[src/rtl/pipelined_adder_pkg.sv]
// ---------------------------------------------------------------------------
// pipelined_adder_pkg
//   Shared types and constants for the pipelined add/subtract unit.
//   - DATA_W    : widest operand the stage record can carry
//   - MAX_POS / MIN_NEG : saturation limits at DATA_W. The top shifts them
//                         down to its own WIDTH.
//   - stage_t   : one pipeline register slot
//   - slice_width() : chunk width handled by each stage
// ---------------------------------------------------------------------------
package pipelined_adder_pkg;

    localparam int DATA_W = 32;

    localparam logic [DATA_W-1:0] MAX_POS = {1'b0, {(DATA_W-1){1'b1}}};
    localparam logic [DATA_W-1:0] MIN_NEG = {1'b1, {(DATA_W-1){1'b0}}};

    // a_rem/b_rem carry the operands forward. b_rem is already conditionally
    // inverted for subtraction. psum accumulates finished chunks from the LSB
    // upward. cin is the carry into the next chunk.
    typedef struct packed {
        logic              valid;
        logic [DATA_W-1:0] a_rem;
        logic [DATA_W-1:0] b_rem;
        logic [DATA_W-1:0] psum;
        logic              cin;
        logic              sub;
    } stage_t;

    function automatic int slice_width(input int width, input int stages);
        return width / stages;
    endfunction

endpackage

[src/rtl/pipelined_adder_add_slice.sv]
// ---------------------------------------------------------------------------
// add_slice
//   Combinational CW-bit adder slice.
//   Ports:
//     a, b    : slice operands (b already inverted for subtraction)
//     cin     : carry into bit 0 of the slice
//     s       : slice sum
//     cout    : carry out of the slice MSB
//     msb_cin : carry into the slice MSB (used for signed overflow)
// ---------------------------------------------------------------------------
module add_slice #(
    parameter int CW = 8
) (
    input  logic [CW-1:0] a,
    input  logic [CW-1:0] b,
    input  logic          cin,
    output logic [CW-1:0] s,
    output logic          cout,
    output logic          msb_cin
);

    logic [CW:0] full;

    assign full = {1'b0, a} + {1'b0, b} + {{CW{1'b0}}, cin};
    assign s    = full[CW-1:0];
    assign cout = full[CW];

    // The sum bit equals a ^ b ^ carry_in. The carry into the MSB can
    // therefore be recovered from the MSB sum bit.
    assign msb_cin = a[CW-1] ^ b[CW-1] ^ s[CW-1];

endmodule

[src/rtl/pipelined_adder.sv]
// ---------------------------------------------------------------------------
// pipelined_adder
//   Pipelined WIDTH-bit add/subtract unit. The add is split into STAGES
//   chunks of CW = WIDTH/STAGES bits, and the carry is registered between
//   chunks. Latency is STAGES cycles. The final stage register is the
//   output register.
//
//   Parameters: WIDTH (<= DATA_W, divisible by STAGES), STAGES (1..WIDTH)
//   Ports:
//     clk, rst           : clock, synchronous active-high reset
//     in_valid/in_ready  : operand handshake (a, b, sub)
//     out_valid/out_ready: result handshake (sum, carry, overflow, zero)
//     sub                : 0 = a+b, 1 = a-b (a + ~b + 1)
//     carry              : carry-out of the MSB (for sub, 1 = no borrow)
//     overflow           : signed two's-complement overflow
//     zero               : sum == 0
//   Configuration macro: PIPELINED_ADDER_SAT_EN
//     Defined     : sum clamps to MAX_POS/MIN_NEG on signed overflow.
//     Not defined : sum wraps.
//
//   Handshake: a beat moves on a cycle where valid && ready. A global stall
//   (out_valid && !out_ready) freezes every stage, and in_ready drops
//   combinationally in that cycle. Bubbles travel with the pipeline and are
//   never squeezed out.
// ---------------------------------------------------------------------------
module pipelined_adder
    import pipelined_adder_pkg::*;
#(
    parameter int WIDTH  = 32,
    parameter int STAGES = 4
) (
    input  logic             clk,
    input  logic             rst,
    input  logic             in_valid,
    output logic             in_ready,
    input  logic [WIDTH-1:0] a,
    input  logic [WIDTH-1:0] b,
    input  logic             sub,
    output logic             out_valid,
    input  logic             out_ready,
    output logic [WIDTH-1:0] sum,
    output logic             carry,
    output logic             overflow,
    output logic             zero
);

    localparam int CW   = slice_width(WIDTH, STAGES);
    localparam int LAST = STAGES - 1;

    stage_t st  [STAGES];   // pipeline registers
    stage_t src [STAGES];   // what each stage consumes this cycle
    stage_t nxt [STAGES];   // what each stage will register

    logic [STAGES-1:0][CW-1:0] sl_a;
    logic [STAGES-1:0][CW-1:0] sl_b;
    logic [STAGES-1:0][CW-1:0] sl_s;
    logic [STAGES-1:0]         sl_ci;
    logic [STAGES-1:0]         sl_co;
    logic [STAGES-1:0]         sl_mci;

    logic             stall;
    logic             fin_ovf;
    logic             fin_zero;
    logic [WIDTH-1:0] fin_sum;
    logic             ovf_q;
    logic             zero_q;
    logic             unused_bits;

    assign stall    = out_valid && !out_ready;
    assign in_ready = !stall;

    // Stage 0 takes the raw operands. The inversion for subtraction happens
    // once here, and sub is injected as the initial carry.
    always_comb begin
        src[0]       = '0;
        src[0].valid = in_valid;
        src[0].a_rem = DATA_W'(a);
        src[0].b_rem = DATA_W'(b ^ {WIDTH{sub}});
        src[0].cin   = sub;
        src[0].sub   = sub;
        for (int k = 1; k < STAGES; k++) begin
            src[k] = st[k-1];
        end
    end

    for (genvar k = 0; k < STAGES; k++) begin : g_slice
        assign sl_a[k]  = src[k].a_rem[k*CW +: CW];
        assign sl_b[k]  = src[k].b_rem[k*CW +: CW];
        assign sl_ci[k] = src[k].cin;

        add_slice #(.CW(CW)) u_slice (
            .a       (sl_a[k]),
            .b       (sl_b[k]),
            .cin     (sl_ci[k]),
            .s       (sl_s[k]),
            .cout    (sl_co[k]),
            .msb_cin (sl_mci[k])
        );
    end

    always_comb begin
        for (int k = 0; k < STAGES; k++) begin
            nxt[k]                  = src[k];
            nxt[k].psum[k*CW +: CW] = sl_s[k];
            nxt[k].cin              = sl_co[k];
        end

        // Both flags come from the same top slice: overflow is when the
        // carry into the MSB differs from the carry out of the MSB.
        fin_ovf = sl_mci[LAST] ^ sl_co[LAST];
        fin_sum = nxt[LAST].psum[WIDTH-1:0];
`ifdef PIPELINED_ADDER_SAT_EN
        // Overflow only happens when both operands share a sign. The sign of
        // a then tells whether the result overflowed upward or downward.
        if (fin_ovf) begin
            fin_sum = sl_a[LAST][CW-1] ? WIDTH'(MIN_NEG >> (DATA_W - WIDTH))
                                       : WIDTH'(MAX_POS >> (DATA_W - WIDTH));
        end
`endif
        nxt[LAST].psum = DATA_W'(fin_sum);
        fin_zero       = (fin_sum == '0);
    end

    always_ff @(posedge clk) begin
        if (rst) begin
            for (int k = 0; k < STAGES; k++) begin
                st[k] <= '0;
            end
            ovf_q  <= 1'b0;
            zero_q <= 1'b0;
        end else if (!stall) begin
            for (int k = 0; k < STAGES; k++) begin
                st[k] <= nxt[k];
            end
            ovf_q  <= fin_ovf;
            zero_q <= fin_zero;
        end
    end

    assign out_valid = st[LAST].valid;
    assign sum       = st[LAST].psum[WIDTH-1:0];
    assign carry     = st[LAST].cin;
    assign overflow  = ovf_q;
    assign zero      = zero_q;

    // Some fields are not read downstream: the consumed operand chunks, the
    // tracked sub bit, and the MSB carry taps of the lower slices.
    always_comb begin
        unused_bits = ^sl_mci;
        for (int k = 0; k < STAGES; k++) begin
            unused_bits = unused_bits ^ (^st[k]);
        end
    end

endmodule

[config.mk]
export PLATFORM = sky130hd
export DESIGN_NAME = pipelined_adder
export DESIGN_NICKNAME = d
export VERILOG_FILES = /design/src/rtl/pipelined_adder_pkg.sv /design/src/rtl/pipelined_adder_add_slice.sv /design/src/rtl/pipelined_adder.sv
export SDC_FILE = /design/constraint.sdc
export NUM_CORES = 1
export LEC_CHECK = 0
export CAP_MARGIN = 20
export CELL_PAD_IN_SITES_DETAIL_PLACEMENT = 0
export CELL_PAD_IN_SITES_GLOBAL_PLACEMENT = 1
export CORE_MARGIN = 4
export CORE_UTILIZATION = 42
export DETAILED_ROUTE_END_ITERATION = 10
export PLACE_DENSITY_LB_ADDON = 0.1
export SLEW_MARGIN = 20
export SYNTH_ARGS = -nofsm -noshare
export SYNTH_HDL_FRONTEND = slang
export SYNTH_HIERARCHICAL = 1
export SYNTH_SLANG_ARGS = --single-unit
export TNS_END_PERCENT = 10
[constraint.sdc]
create_clock -name clk -period 3.05 [get_ports clk]
set_input_delay 0.305 -clock clk [delete_from_list [all_inputs] [get_ports clk]]
set_output_delay 0.305 -clock clk [all_outputs]
set_load 0.02 [all_outputs]
==> key figures <==
STA
  – Slew @ Worst Pin: 521 ps
  – Pins Over Slew Limit: 0
  – RSZ-0062 raised after global routing: false
  – Max Fclk: 392 MHz
  – Setup violations, final: 0
  – Setup_tns: 0 ps
  – Hold slack final: 503 ps
  – Max transition margin: 65.0%
  – Tmin final: 2550 ps
  – Crit share post-route: 83.7%
  – Hold Vio Cnt, Final: 0
  – Clock skew: 8.29 ps
  – Worst setup margin: 496 ps

CTS
  – Clock-pin transition on the worst setup and hold timing paths: 70 ps
  – TritonCTS clock tree: built
  – Skew-Pair Late Insertion Delay: 420 ps
  – Post-CTS Repair Setup Buffers: 0
  – Post-CTS Hold Buffers: 0
  – CTS Buf Count: 17
  – Post-cts resize count: 0
  – CTS sink count: 186
  – Root buffer cell: clkbuf_16
  – Clock Path Buffers: 2
  – Maximum level of the CTS H-tree: 4

Floorplanning
  – Die H: 152 um
  – Ports: 106
  – Overall die area: 23200 um2
  – Standard-cell row count: 52
  – Initial Util: 43.0%
  – Die X: 152 um
  – Core area: 20400 um2

Power
  – Worst vdd ir: 0.309 mV
  – PD cells: 555 nW/um2
  – Cell leakage power: 4.32 nW

Synthesis
  – Warnings from Yosys: 6
  – Cell count after synthesis: 613
  – Syn_nets: 718
  – Mapped cell area: 8760 um2
  – Syn_area_per_cell: 14.3 um2

Global route
  – Overall Global Routing Usage: 12.8%
  – Global-route wire length before repair: 23800 um
  – Largest net degree at the start of global routing: 83
  – Initial antenna violation count: 1
  – Overflow left after global routing: 0
  – Vias in the first global route: 4831

Outcome
  – Status: completed

Placement
  – PortBufs: 105
  – DP HPWL: 10000 um
  – Placer Congestion: 0.798
  – Worst slack, placed: 428 ps

Routing
  – Avg WL per Cell: 14.1 um
  – Number of nets with antenna violations after routing: 0
  – 1st-pass router iterations: 4
  – Via count: 4696
  – Vias per inst: 4.68
  – 1st-iter DRT viols: 185
  – DRC violations left: 0
  – WL final: 14200 um

Finish
  – Most common cell after layout, fill and taps aside: edfxtp_1
  – Layout area overhead: 21.5%
  – Share of post-route cells with drive strength above 1: 14.7%
  – Number of fillers in the final layout: 1715
  – Area of the multi-input gates: 2950 um2
  – Register area: 5570 um2
  – Nets@finish: 826
  – Commonest non-fill, non-tap cells in the layout: edfxtp_1 (184), and2_1 (111), clkdlybuf4s50_1 (104), and2_4 (49), xnor2_1 (33)
  – N_diodes: 0
  – Final core area utilization: 52.3%

Flow run
  – Max-Cap Viols: 0

Setup path
  – CP Capture Type: register
  – CP Class: reg2reg
  – Startpoint Class: register
  – Crit Path Max Fanout: 2
  – Critical path arrival: 2910 ps
  – WP data required: 3400 ps

Worst hold path
  – Worst Hold Class: reg2reg
==> metrics by stage <==
step                      cells  total power (W)  cell area, um2
after floorplan             613          0.00363            8760
after global placement      972          0.00387           10100
after detailed placement    972          0.00389           10100
after CTS                  1004          0.00600           10600
after global routing       1004          0.00621           10600
final                      1004          0.00591           10600
==> layout make-up <==
class | instances | share of cell area [%]
clock buffers | 17 | 4.00
multi-input cells | 385 | 27.7
clock inverters | 15 | 1.33
inverters | 17 | 0.599
repair buffers | 114 | 10.9
flip-flops and latches | 186 | 52.3
well taps | 270 | 3.17
==> registers in the layout (all words and copies together), names as in the netlist <==
name / cells
overflow: 1
st: 184
zero: 1
==> worst max-delay path, stage by stage, from the launching register on <==
cell and delay, ps:
edfxtp_1 400, fa_1 480, fa_1 420, a21oi_1 230, o21bai_1 100, xor2_1 150
nor4_1 240, and4_1 270, nand3_1 80, o22ai_1 110
==> path summary, 6_finish.rpt <==
check / depth (start not counted) / slack [ps] / to / start
min: 2 / 500 / overflow / overflow
max reg2reg: 9 / 500 / zero / st[2][90]
min reg2reg: 2 / 500 / overflow / overflow
max: 9 / 500 / zero / st[2][90]
==> power by group <==
part,internal [W],total [W],switching (W),leakage [nW]
sequential,0.00302,0.00308,0.0000602,2.20
combinational,0.000402,0.000746,0.000344,1.86
clock,0.00114,0.00209,0.000949,0.261
total,0.00456,0.00591,0.00135,4.32
==> per-layer routing <==
metal  track usage, %  part of all wire [%]  vias up
met4             5.05                   2.0        2
met2             20.9                    48       93
met3             3.49                   4.0       22
met1             16.3                    46     2176
met5                0                 0.085        -
li1                 -                     -     2403
No activity file was read; power rests on OpenSTA's default activity.
